### config.mk
export PLATFORM = sky130hd
export DESIGN_NAME = ac97_sdata_in_rx
export DESIGN_NICKNAME = d
export VERILOG_FILES = /design/src/rtl/ac97_sdata_in_rx_pkg.sv /design/src/rtl/ac97_frame_counter.sv /design/src/rtl/ac97_sdata_in_rx.sv
export SDC_FILE = /design/constraint.sdc
export NUM_CORES = 1
export LEC_CHECK = 0
export ABC_CLOCK_PERIOD_IN_PS = 4730
export BUFFER_PORTS_ARGS = -buffer_cell sky130_fd_sc_hd__clkbuf_2
export CAP_MARGIN = 25
export CORE_MARGIN = 8
export CORE_UTILIZATION = 62
export CTS_CLUSTER_DIAMETER = 120
export DETAILED_ROUTE_END_ITERATION = 16
export GPL_ROUTABILITY_DRIVEN = 0
export HOLD_SLACK_MARGIN = 0.12
export MAX_ROUTING_LAYER = met4
export PLACE_DENSITY = 0.81
export REMOVE_ABC_BUFFERS = 1
export SKIP_CTS_REPAIR_TIMING = 1
export SYNTH_ARGS = -nofsm -noshare
export SYNTH_HDL_FRONTEND = slang
export SYNTH_SLANG_ARGS = --single-unit
### constraint.sdc
create_clock -name AC97_BIT_CLOCK -period 4.73 [get_ports AC97_BIT_CLOCK]
set_input_delay 0.7095 -clock AC97_BIT_CLOCK [delete_from_list [all_inputs] [get_ports AC97_BIT_CLOCK]]
set_output_delay 0.7095 -clock AC97_BIT_CLOCK [all_outputs]
set_load 0.05 [all_outputs]
### src/rtl/ac97_sdata_in_rx_pkg.sv
// ac97_sdata_in_rx_pkg
// Shared definitions for the AC'97 SDATA_IN receiver: frame length, bit
// index width, slot boundary indices (frame bit 255 is the first bit after
// the sync rising edge), tag bit positions, receiver state encoding and
// small helpers for locating fields inside the frame.
package ac97_sdata_in_rx_pkg;

   localparam int FRAME_LEN = 256;
   localparam int IDX_W     = $clog2(FRAME_LEN);

   // Most significant bit index of each slot; each slot is 20 bits wide
   // except the 16-bit tag.
   localparam logic [IDX_W-1:0] TAG_HI   = 8'd255;
   localparam logic [IDX_W-1:0] SLOT1_HI = 8'd239;
   localparam logic [IDX_W-1:0] SLOT2_HI = 8'd219;
   localparam logic [IDX_W-1:0] SLOT3_HI = 8'd199;
   localparam logic [IDX_W-1:0] SLOT4_HI = 8'd179;
   // Last bit of slot 4; the frame commits on the edge after this bit.
   localparam logic [IDX_W-1:0] SLOT4_LO = 8'd160;

   // Tag bit positions (bit 15 is the first tag bit on the wire).
   localparam int TAG_READY = 15;
   localparam int TAG_SLOT1 = 14;
   localparam int TAG_SLOT2 = 13;
   localparam int TAG_SLOT3 = 12;
   localparam int TAG_SLOT4 = 11;

   typedef enum logic {
      ST_HUNT   = 1'b0,
      ST_LOCKED = 1'b1
   } rx_state_e;

   // Frame bit index carrying bit 'bit_no' of the tag.
   function automatic logic [IDX_W-1:0] tag_pos(input int bit_no);
      return TAG_HI - IDX_W'(15 - bit_no);
   endfunction

   // Frame bit index carrying bit 'bit_no' of the slot whose MSB sits at 'slot_hi'.
   function automatic logic [IDX_W-1:0] slot_pos(input logic [IDX_W-1:0] slot_hi,
                                                 input int bit_no);
      return slot_hi - IDX_W'(19 - bit_no);
   endfunction

   // True when lo <= idx <= hi; written as a modular window so that a
   // window touching index 255 needs no always-true comparison.
   function automatic logic in_range(input logic [IDX_W-1:0] idx,
                                     input logic [IDX_W-1:0] hi,
                                     input logic [IDX_W-1:0] lo);
      return IDX_W'(hi - idx) <= IDX_W'(hi - lo);
   endfunction

endpackage

### src/rtl/ac97_frame_counter.sv
// ac97_frame_counter
// Frame alignment for the AC'97 SDATA_IN receiver. Detects sync rising
// edges, tracks the bit index inside the 256-bit frame, holds the
// HUNT/LOCKED state and pulses frame_err on a misplaced or missing sync.
// All state changes on the falling edge of clk.
// Ports:
//   clk       in   codec bit clock (falling edge active)
//   rst       in   synchronous active-high reset
//   sync      in   frame sync
//   in_frame  out  the bit sampled on this edge belongs to a frame
//   cur_idx   out  frame bit index of the bit sampled on this edge
//   frame_err out  one-cycle framing error pulse
module ac97_frame_counter
   import ac97_sdata_in_rx_pkg::*;
(
   input  logic             clk,
   input  logic             rst,
   input  logic             sync,
   output logic             in_frame,
   output logic [IDX_W-1:0] cur_idx,
   output logic             frame_err
);

   logic             sync_prev_r;
   rx_state_e        state_r;
   logic [IDX_W-1:0] bit_idx_r;   // index expected for the next sample
   logic             rise_s;

   // Sync edge detect and index of the bit being sampled on this edge.
   always_comb begin
      rise_s   = sync & ~sync_prev_r;
      in_frame = 1'b0;
      cur_idx  = 8'd0;
      if (rise_s) begin
         // Any sync rising edge starts a frame at bit 255, expected or not.
         in_frame = 1'b1;
         cur_idx  = TAG_HI;
      end else if ((state_r == ST_LOCKED) && (bit_idx_r != TAG_HI)) begin
         in_frame = 1'b1;
         cur_idx  = bit_idx_r;
      end else begin
         in_frame = 1'b0;
         cur_idx  = 8'd0;
      end
   end

   // Previous sync sample; kept tracking through reset so a sync that is
   // already high when reset releases is not mistaken for a rising edge.
   always_ff @(negedge clk) begin
      sync_prev_r <= sync;
   end

   // Frame state, bit index and framing-error pulse.
   always_ff @(negedge clk) begin
      if (rst) begin
         state_r   <= ST_HUNT;
         bit_idx_r <= 8'd0;
         frame_err <= 1'b0;
      end else begin
         frame_err <= 1'b0;
         case (state_r)
            ST_HUNT: begin
               if (rise_s) begin
                  state_r   <= ST_LOCKED;
                  bit_idx_r <= TAG_HI - 8'd1;
               end else begin
                  bit_idx_r <= 8'd0;
               end
            end
            ST_LOCKED: begin
               // bit_idx_r wraps from 0 to 255, so 255 means "sync due now".
               if (bit_idx_r == TAG_HI) begin
                  if (rise_s) begin
                     bit_idx_r <= TAG_HI - 8'd1;
                  end else begin
                     frame_err <= 1'b1;
                     state_r   <= ST_HUNT;
                     bit_idx_r <= 8'd0;
                  end
               end else if (rise_s) begin
                  // Early sync: drop the partial frame and realign on it.
                  frame_err <= 1'b1;
                  bit_idx_r <= TAG_HI - 8'd1;
               end else begin
                  bit_idx_r <= bit_idx_r - 8'd1;
               end
            end
            default: begin
               state_r   <= ST_HUNT;
               bit_idx_r <= 8'd0;
            end
         endcase
      end
   end

endmodule

### src/rtl/ac97_sdata_in_rx.sv
// ac97_sdata_in_rx
// AC'97 SDATA_IN receiver. Captures the tag, status address/data, slot
// requests and the two PCM slots of each frame from the codec, then
// publishes them one edge after the last slot-4 bit. Outputs for slots not
// flagged valid in the tag keep their previous values.
// Ports:
//   AC97_BIT_CLOCK in  codec bit clock, falling edge active
//   SYSTEM_Rst     in  synchronous active-high reset
//   AC97_SYNCH     in  frame sync from the local transmitter
//   AC97_SDATA_IN  in  serial data from the codec, MSB first
//   codec_ready    out tag bit 15 of the last good frame
//   status_addr    out slot 1 bits 18:12 (status register address)
//   status_data    out slot 2 bits 19:4  (status register data)
//   status_valid   out one-cycle pulse when status_addr/status_data update
//   slot_req       out slot 1 bits 11:2 (codec slot requests)
//   pcm_left/right out slot 3 / slot 4 bits 19:(20-PCM_W)
//   pcm_valid      out one-cycle pulse when both PCM outputs update
//   frame_err      out one-cycle framing error pulse
// PCM_W must lie in 1..20.
module ac97_sdata_in_rx
   import ac97_sdata_in_rx_pkg::*;
#(
   parameter int PCM_W = 16
) (
   input  logic             AC97_BIT_CLOCK,
   input  logic             SYSTEM_Rst,
   input  logic             AC97_SYNCH,
   input  logic             AC97_SDATA_IN,
   output logic             codec_ready,
   output logic [6:0]       status_addr,
   output logic [15:0]      status_data,
   output logic             status_valid,
   output logic [9:0]       slot_req,
   output logic [PCM_W-1:0] pcm_left,
   output logic [PCM_W-1:0] pcm_right,
   output logic             pcm_valid,
   output logic             frame_err
);

   // Only the wanted field bits are shifted in, each over its own index window.
   localparam logic [IDX_W-1:0] TAG_FLD_HI  = tag_pos(TAG_READY);
   localparam logic [IDX_W-1:0] TAG_FLD_LO  = tag_pos(TAG_SLOT4);
   localparam logic [IDX_W-1:0] ADDR_HI     = slot_pos(SLOT1_HI, 18);
   localparam logic [IDX_W-1:0] ADDR_LO     = slot_pos(SLOT1_HI, 12);
   localparam logic [IDX_W-1:0] REQ_HI      = slot_pos(SLOT1_HI, 11);
   localparam logic [IDX_W-1:0] REQ_LO      = slot_pos(SLOT1_HI, 2);
   localparam logic [IDX_W-1:0] DATA_HI     = slot_pos(SLOT2_HI, 19);
   localparam logic [IDX_W-1:0] DATA_LO     = slot_pos(SLOT2_HI, 4);
   localparam logic [IDX_W-1:0] LEFT_HI     = slot_pos(SLOT3_HI, 19);
   localparam logic [IDX_W-1:0] LEFT_LO     = slot_pos(SLOT3_HI, 20 - PCM_W);
   localparam logic [IDX_W-1:0] RIGHT_HI    = slot_pos(SLOT4_HI, 19);
   localparam logic [IDX_W-1:0] RIGHT_LO    = slot_pos(SLOT4_HI, 20 - PCM_W);
   // tag_r holds tag bits TAG_READY..TAG_SLOT4.
   localparam int T_READY = TAG_READY - TAG_SLOT4;
   localparam int T_SLOT1 = TAG_SLOT1 - TAG_SLOT4;
   localparam int T_SLOT2 = TAG_SLOT2 - TAG_SLOT4;
   localparam int T_SLOT3 = TAG_SLOT3 - TAG_SLOT4;
   localparam int T_SLOT4 = 0;

   logic             in_frame;
   logic [IDX_W-1:0] cur_idx;
   logic [4:0]       tag_r;
   logic [6:0]       addr_r;
   logic [9:0]       req_r;
   logic [15:0]      data_r;
   logic [PCM_W-1:0] left_r;
   logic [PCM_W-1:0] right_r;
   logic             commit_r;

   ac97_frame_counter u_frame_counter (
      .clk       (AC97_BIT_CLOCK),
      .rst       (SYSTEM_Rst),
      .sync      (AC97_SYNCH),
      .in_frame  (in_frame),
      .cur_idx   (cur_idx),
      .frame_err (frame_err)
   );

   // Field capture and commit strobe for the edge after slot 4 completes.
   always_ff @(negedge AC97_BIT_CLOCK) begin
      if (SYSTEM_Rst) begin
         tag_r    <= 5'd0;
         addr_r   <= 7'd0;
         req_r    <= 10'd0;
         data_r   <= 16'd0;
         left_r   <= {PCM_W{1'b0}};
         right_r  <= {PCM_W{1'b0}};
         commit_r <= 1'b0;
      end else begin
         commit_r <= in_frame && (cur_idx == SLOT4_LO);
         if (in_frame) begin
            if (in_range(cur_idx, TAG_FLD_HI, TAG_FLD_LO)) tag_r   <= {tag_r[3:0], AC97_SDATA_IN};
            if (in_range(cur_idx, ADDR_HI, ADDR_LO))       addr_r  <= {addr_r[5:0], AC97_SDATA_IN};
            if (in_range(cur_idx, REQ_HI, REQ_LO))         req_r   <= {req_r[8:0], AC97_SDATA_IN};
            if (in_range(cur_idx, DATA_HI, DATA_LO))       data_r  <= {data_r[14:0], AC97_SDATA_IN};
            // Shift-or form keeps PCM_W = 1 legal.
            if (in_range(cur_idx, LEFT_HI, LEFT_LO))   left_r  <= (left_r << 1)  | PCM_W'(AC97_SDATA_IN);
            if (in_range(cur_idx, RIGHT_HI, RIGHT_LO)) right_r <= (right_r << 1) | PCM_W'(AC97_SDATA_IN);
         end
      end
   end

   // Output registers: publish the captured frame and pulse the valids.
   always_ff @(negedge AC97_BIT_CLOCK) begin
      if (SYSTEM_Rst) begin
         codec_ready  <= 1'b0;
         slot_req     <= 10'd0;
         status_addr  <= 7'd0;
         status_data  <= 16'd0;
         status_valid <= 1'b0;
         pcm_left     <= {PCM_W{1'b0}};
         pcm_right    <= {PCM_W{1'b0}};
         pcm_valid    <= 1'b0;
      end else begin
         status_valid <= 1'b0;
         pcm_valid    <= 1'b0;
         if (commit_r) begin
            codec_ready <= tag_r[T_READY];
            slot_req    <= req_r;
            if (tag_r[T_SLOT3] && tag_r[T_SLOT4]) begin
               pcm_left  <= left_r;
               pcm_right <= right_r;
               pcm_valid <= 1'b1;
            end
            if (tag_r[T_SLOT1] && tag_r[T_SLOT2]) begin
               status_addr  <= addr_r;
               status_data  <= data_r;
               status_valid <= 1'b1;
            end
         end
      end
   end

endmodule

* Word level (Yosys, flattened, before mapping)
Index checks and enable logic that the tools add are counted.
** Word-level totals
- Memory bits (read-only) :: 0
- Output and inout bits :: 69
- Bits in writable memories :: 0
- Memories :: 0
- Register bits after elaboration :: 150
- Bits in latches :: 0
- Input port bits :: 4
** Cells by class
- Bitwise logic cells :: 6
- Divide/modulo/power cells :: 0
- $lt $le $gt $ge :: 6
- Multipliers :: 0
- Mux-type cells :: 15
- Equal/unequal tests :: 3
- Reductions and logical operators :: 14
- Shift operators :: 0
- Add/subtract/negate cells :: 7
** Operators by type and width (number)
- subtractor 8 bit (first input constant) :: 6
- 2-to-1 mux 8 bit :: 5
- less-or-equal comparator 8 x 4 -> 1 bit (second input constant) :: 4
- bitwise OR 16 x 1 -> 16 bit :: 2
- == test 8 bit (second input constant) :: 2
- less-or-equal comparator 8 x 3 -> 1 bit (second input constant) :: 2
- case mux 8 bit (2 select lines) :: 1
- AND reduction 2 bit :: 8
- 2-to-1 mux 1 bit :: 8
- inequality test 8 bit (second input constant) :: 1
- subtractor 8 x 1 -> 8 bit (second input constant) :: 1
- logical AND 1 bit :: 4
- OR reduction 2 bit :: 2
- NOT 1 bit :: 3
- case mux 1 bit (2 select lines) :: 1
- AND 1 bit :: 1

* Logic depth before layout (Yosys ltp)
- Depth in word-level cells :: 7
- Gate-level depth with buffers :: 16
- Gate-level depth less buffers :: 12

* Modules after synthesis
Synthesis repeated with hierarchy kept, for this count alone.
** Second synthesis, totals
- Cells, all modules :: 650
- Area, all modules :: 6013.3 um^2
** Modules (own cells, without submodules)
- ac97_sdata_in_rx :: area an instance 5378.9 um^2, cells an instance 579, instances 1, seq. area each 2782.7 um^2
- ac97_frame_counter :: area an instance 634.4 um^2, cells an instance 71, instances 1, seq. area each 220.2 um^2

==> results.md <==
* Nets at 904
* Hold_sp: status_data[8]$_SDFFE_NP0P_
* CTS buffer count at 17
* Finished Cell Area at 7870 µm²
* # rows at 36
* WL final at 16500 µm
* Worst slack, placed at -0.831 ns
* Origin of the worst setup path: AC97_SYNCH
* Post-synth cell types at 49
* Lkg Pwr at 4.06 nW
* Clock Latency Late Sink at ~0.54 ns
* Bufs on Longest Clock Path at 2
* Initial Util at 0.625
* GRT Total Usage at 0.250
* Detailed-routing iteration count for the pre-antenna-repair pass at 5
* VDD IR max at just under 0.0003 V
* Reg power frac at 0.385
* Global-route wire length before repair at 25700 µm
* Iter 0 DRT Violations at 651
* Die height at around 110 µm
* Slew headroom at 0.417
* Largest net degree at the start of global routing at 33
* Sw Share at 0.335
* Worst hold stages at 2
* Ratio of cells with drive above 1 in the final layout at 0.166
* Ys flop type: dfxtp_1
* Mean Syn Cell Area at 9.02 µm²
* Placeable Area at 9590 µm²
* Post-synthesis cell count at 665
* Count of warnings emitted by yosys at 0
* Crit path capture type: flip-flop
* Worst-path clk slew at 0.08 ns
* Crit start category: input port
* Failing checks: negative setup slack
* Initial antenna violation count at 0
* Slew @ Worst Pin at 0.873 ns
* Post-synth EDFFs at 0
* Root Driver: clkbuf_8
* Clock share of power at 0.575
* Via count at 5610
* Crit Reg-Reg Startpoint: u_frame_counter.bit_idx_r[5]$_SDFF_NP0_
* CTS tree: built
* Fin util at 0.820
* Wirelength per Cell at 15.9 µm
* Fin worst setup slack at -0.0967 ns
* Internal power at 2.25 mW
* Arrival time worst endpoint at 2.87 ns
* DRC at 0
* I/O Pins at 73
* Total power at about 3.4 mW
* Switch Pwr at 1.13 mW
* Power density over the cells at 430 nW/µm²
* Final hold slack at 0.450 ns
* Cells after DPL at 851
* Number of global-route vias before repair at approximately 6000
* Share of async-settable or async-resettable flops after synthesis at 0
* Seq/Total Area, Yosys at 0.501
* Cell Count, Final, Fillers Out at ~1000
* Most common cell after layout, fill and taps aside: inv_1
* Final setup violation count at 5
* Maximum fanout along the worst path at 16
* Most frequent cells in the layout: inv_1 (164), dfxtp_1 (150), nand2_1 (121)
* Combinational Power Share at 0.041
* Post-DP Area at 6580 µm²
* Sinks on the clock net at 150
* Worst hold path class: flip-flop to flip-flop
* Worst Path Class, Setup: input port to flip-flop
* Number of port buffers at 72
* Fin. max-slew vios at 0
* Synthesized flop and latch total at 150
* TNS Setup at -0.149 ns
* Max_cap viols at 0
* Vias per inst at 5.43
* Final ANT Viol Nets at 0
* Worst EP required at 2.78 ns
* H-tree depth at 4
* Synthesized area at 6000 µm²
* Worst Reg-to-Reg Cells at 9
* Status: finished, violations left
* Detailed Place HPWL at 8900 µm
* Skew final at 0.0410 ns
* Die footprint at 13100 µm²
* Synth-to-Final Area Change at 31.1%
* Remaining Overflow, GRT at 0
* Die width at 114 µm
* Fillers at 552
* ANT cells at 0
* Hold Vio Cnt, Final at 0
logic make-up (layout without fill, tap and decap cells):
logic type | after synthesis | count (layout) | synth area share
and+or+nand+nor | 252 | 252 | 0.180
DFF | 150 | 150 | 0.501
AOI/OAI and AO/OA | 94 | 94 | 0.0914
muxes | 84 | 84 | 0.141
buffers and inverters | 63 | 298 | 0.0465
adders and majority gates | 13 | 13 | 0.0271
xor gates and xnor gates | 9 | 9 | 0.0131
cell usage after synthesis (all sizes together), types with 3 or more instances:
cell type | instances | area, µm²
nor2 | 77 | 289
inv | 14 | 52.6
buf | 12 | 87.6
nor3 | 6 | 30.0
dfxtp | 150 | 3000
xor2 | 4 | 35.0
nand2b | 22 | 138
a2111oi | 3 | 27.5
o21ai | 7 | 35.0
a21oi | 66 | 330
ha | 13 | 163
mux2i | 82 | 825
nand2 | 121 | 454
nand3 | 8 | 40.0
a31oi | 5 | 31.3
clkbuf | 37 | 139
xnor2 | 5 | 43.8
worst max-delay path, stage by stage:
cell	delay, ns
clkbuf_2	0.09
nor2b_4	0.26
or2_4	0.17
inv_1	0.07
ha_4	0.18
nand2b_1	0.16
o21ai_0	0.15
a32oi_1	0.08
or4_4	0.44
buf_12	0.18
mux2i_1	0.24
nor2_1	0.13
power groups by stage:
stage          combinational, mW  sequential [mW]  clock, mW
6_report                   0.138             1.30       1.94
5_1_grt                    0.149             1.30       2.14
4_1_cts                    0.129             1.30       1.94
3_5_place_dp               0.126             1.32      0.193
3_3_place_gp               0.120             1.32      0.193
2_1_floorplan             0.0687             1.31      0.193
state kept, by name, summed over array words and instances (netlist names), 5 cells and up:
| name | cells |
|---|---|
| slot_req | 10 |
| pcm_right | 16 |
| addr_r | 7 |
| data_r | 16 |
| status_data | 16 |
| u_frame_counter.bit_idx_r | 8 |
| right_r | 16 |
| req_r | 10 |
| pcm_left | 16 |
| status_addr | 7 |
| tag_r | 5 |
| left_r | 16 |
cell type report:
type / count / area, µm² / area share
Clock inverter: 165 / 756 / 0.0961
Sequential cell: 150 / 3000 / 0.382
Timing Repair Buffer: 103 / 681 / 0.0865
Clock buffer: 17 / 414 / 0.0527
Multi-Input combinational cell: 452 / 2800 / 0.356
Tap cell: 133 / 166 / 0.0212
Inverter: 13 / 48.8 / 0.00620
worst paths after layout:
| path | end | slack (ns) |
|---|---|---|
| max reg2reg | left_r[15]$_SDFFE_NP0P_ | 1.34 |
| max | left_r[15]$_SDFFE_NP0P_ | -0.1 |
| min | status_data[8]$_SDFFE_NP0P_ | 0.45 |
| min reg2reg | status_data[8]$_SDFFE_NP0P_ | 0.45 |
metal layers:
layer / track usage / up-vias / wire length [µm]
met5: - / - / 0
met4: 0.158 / 0 / 486
met3: 0.103 / 67 / 1180
met2: 0.411 / 282 / 8220
met1: 0.241 / 2585 / 6570
li1: - / 2676 / -
No activity file was read; power rests on OpenSTA's default activity.
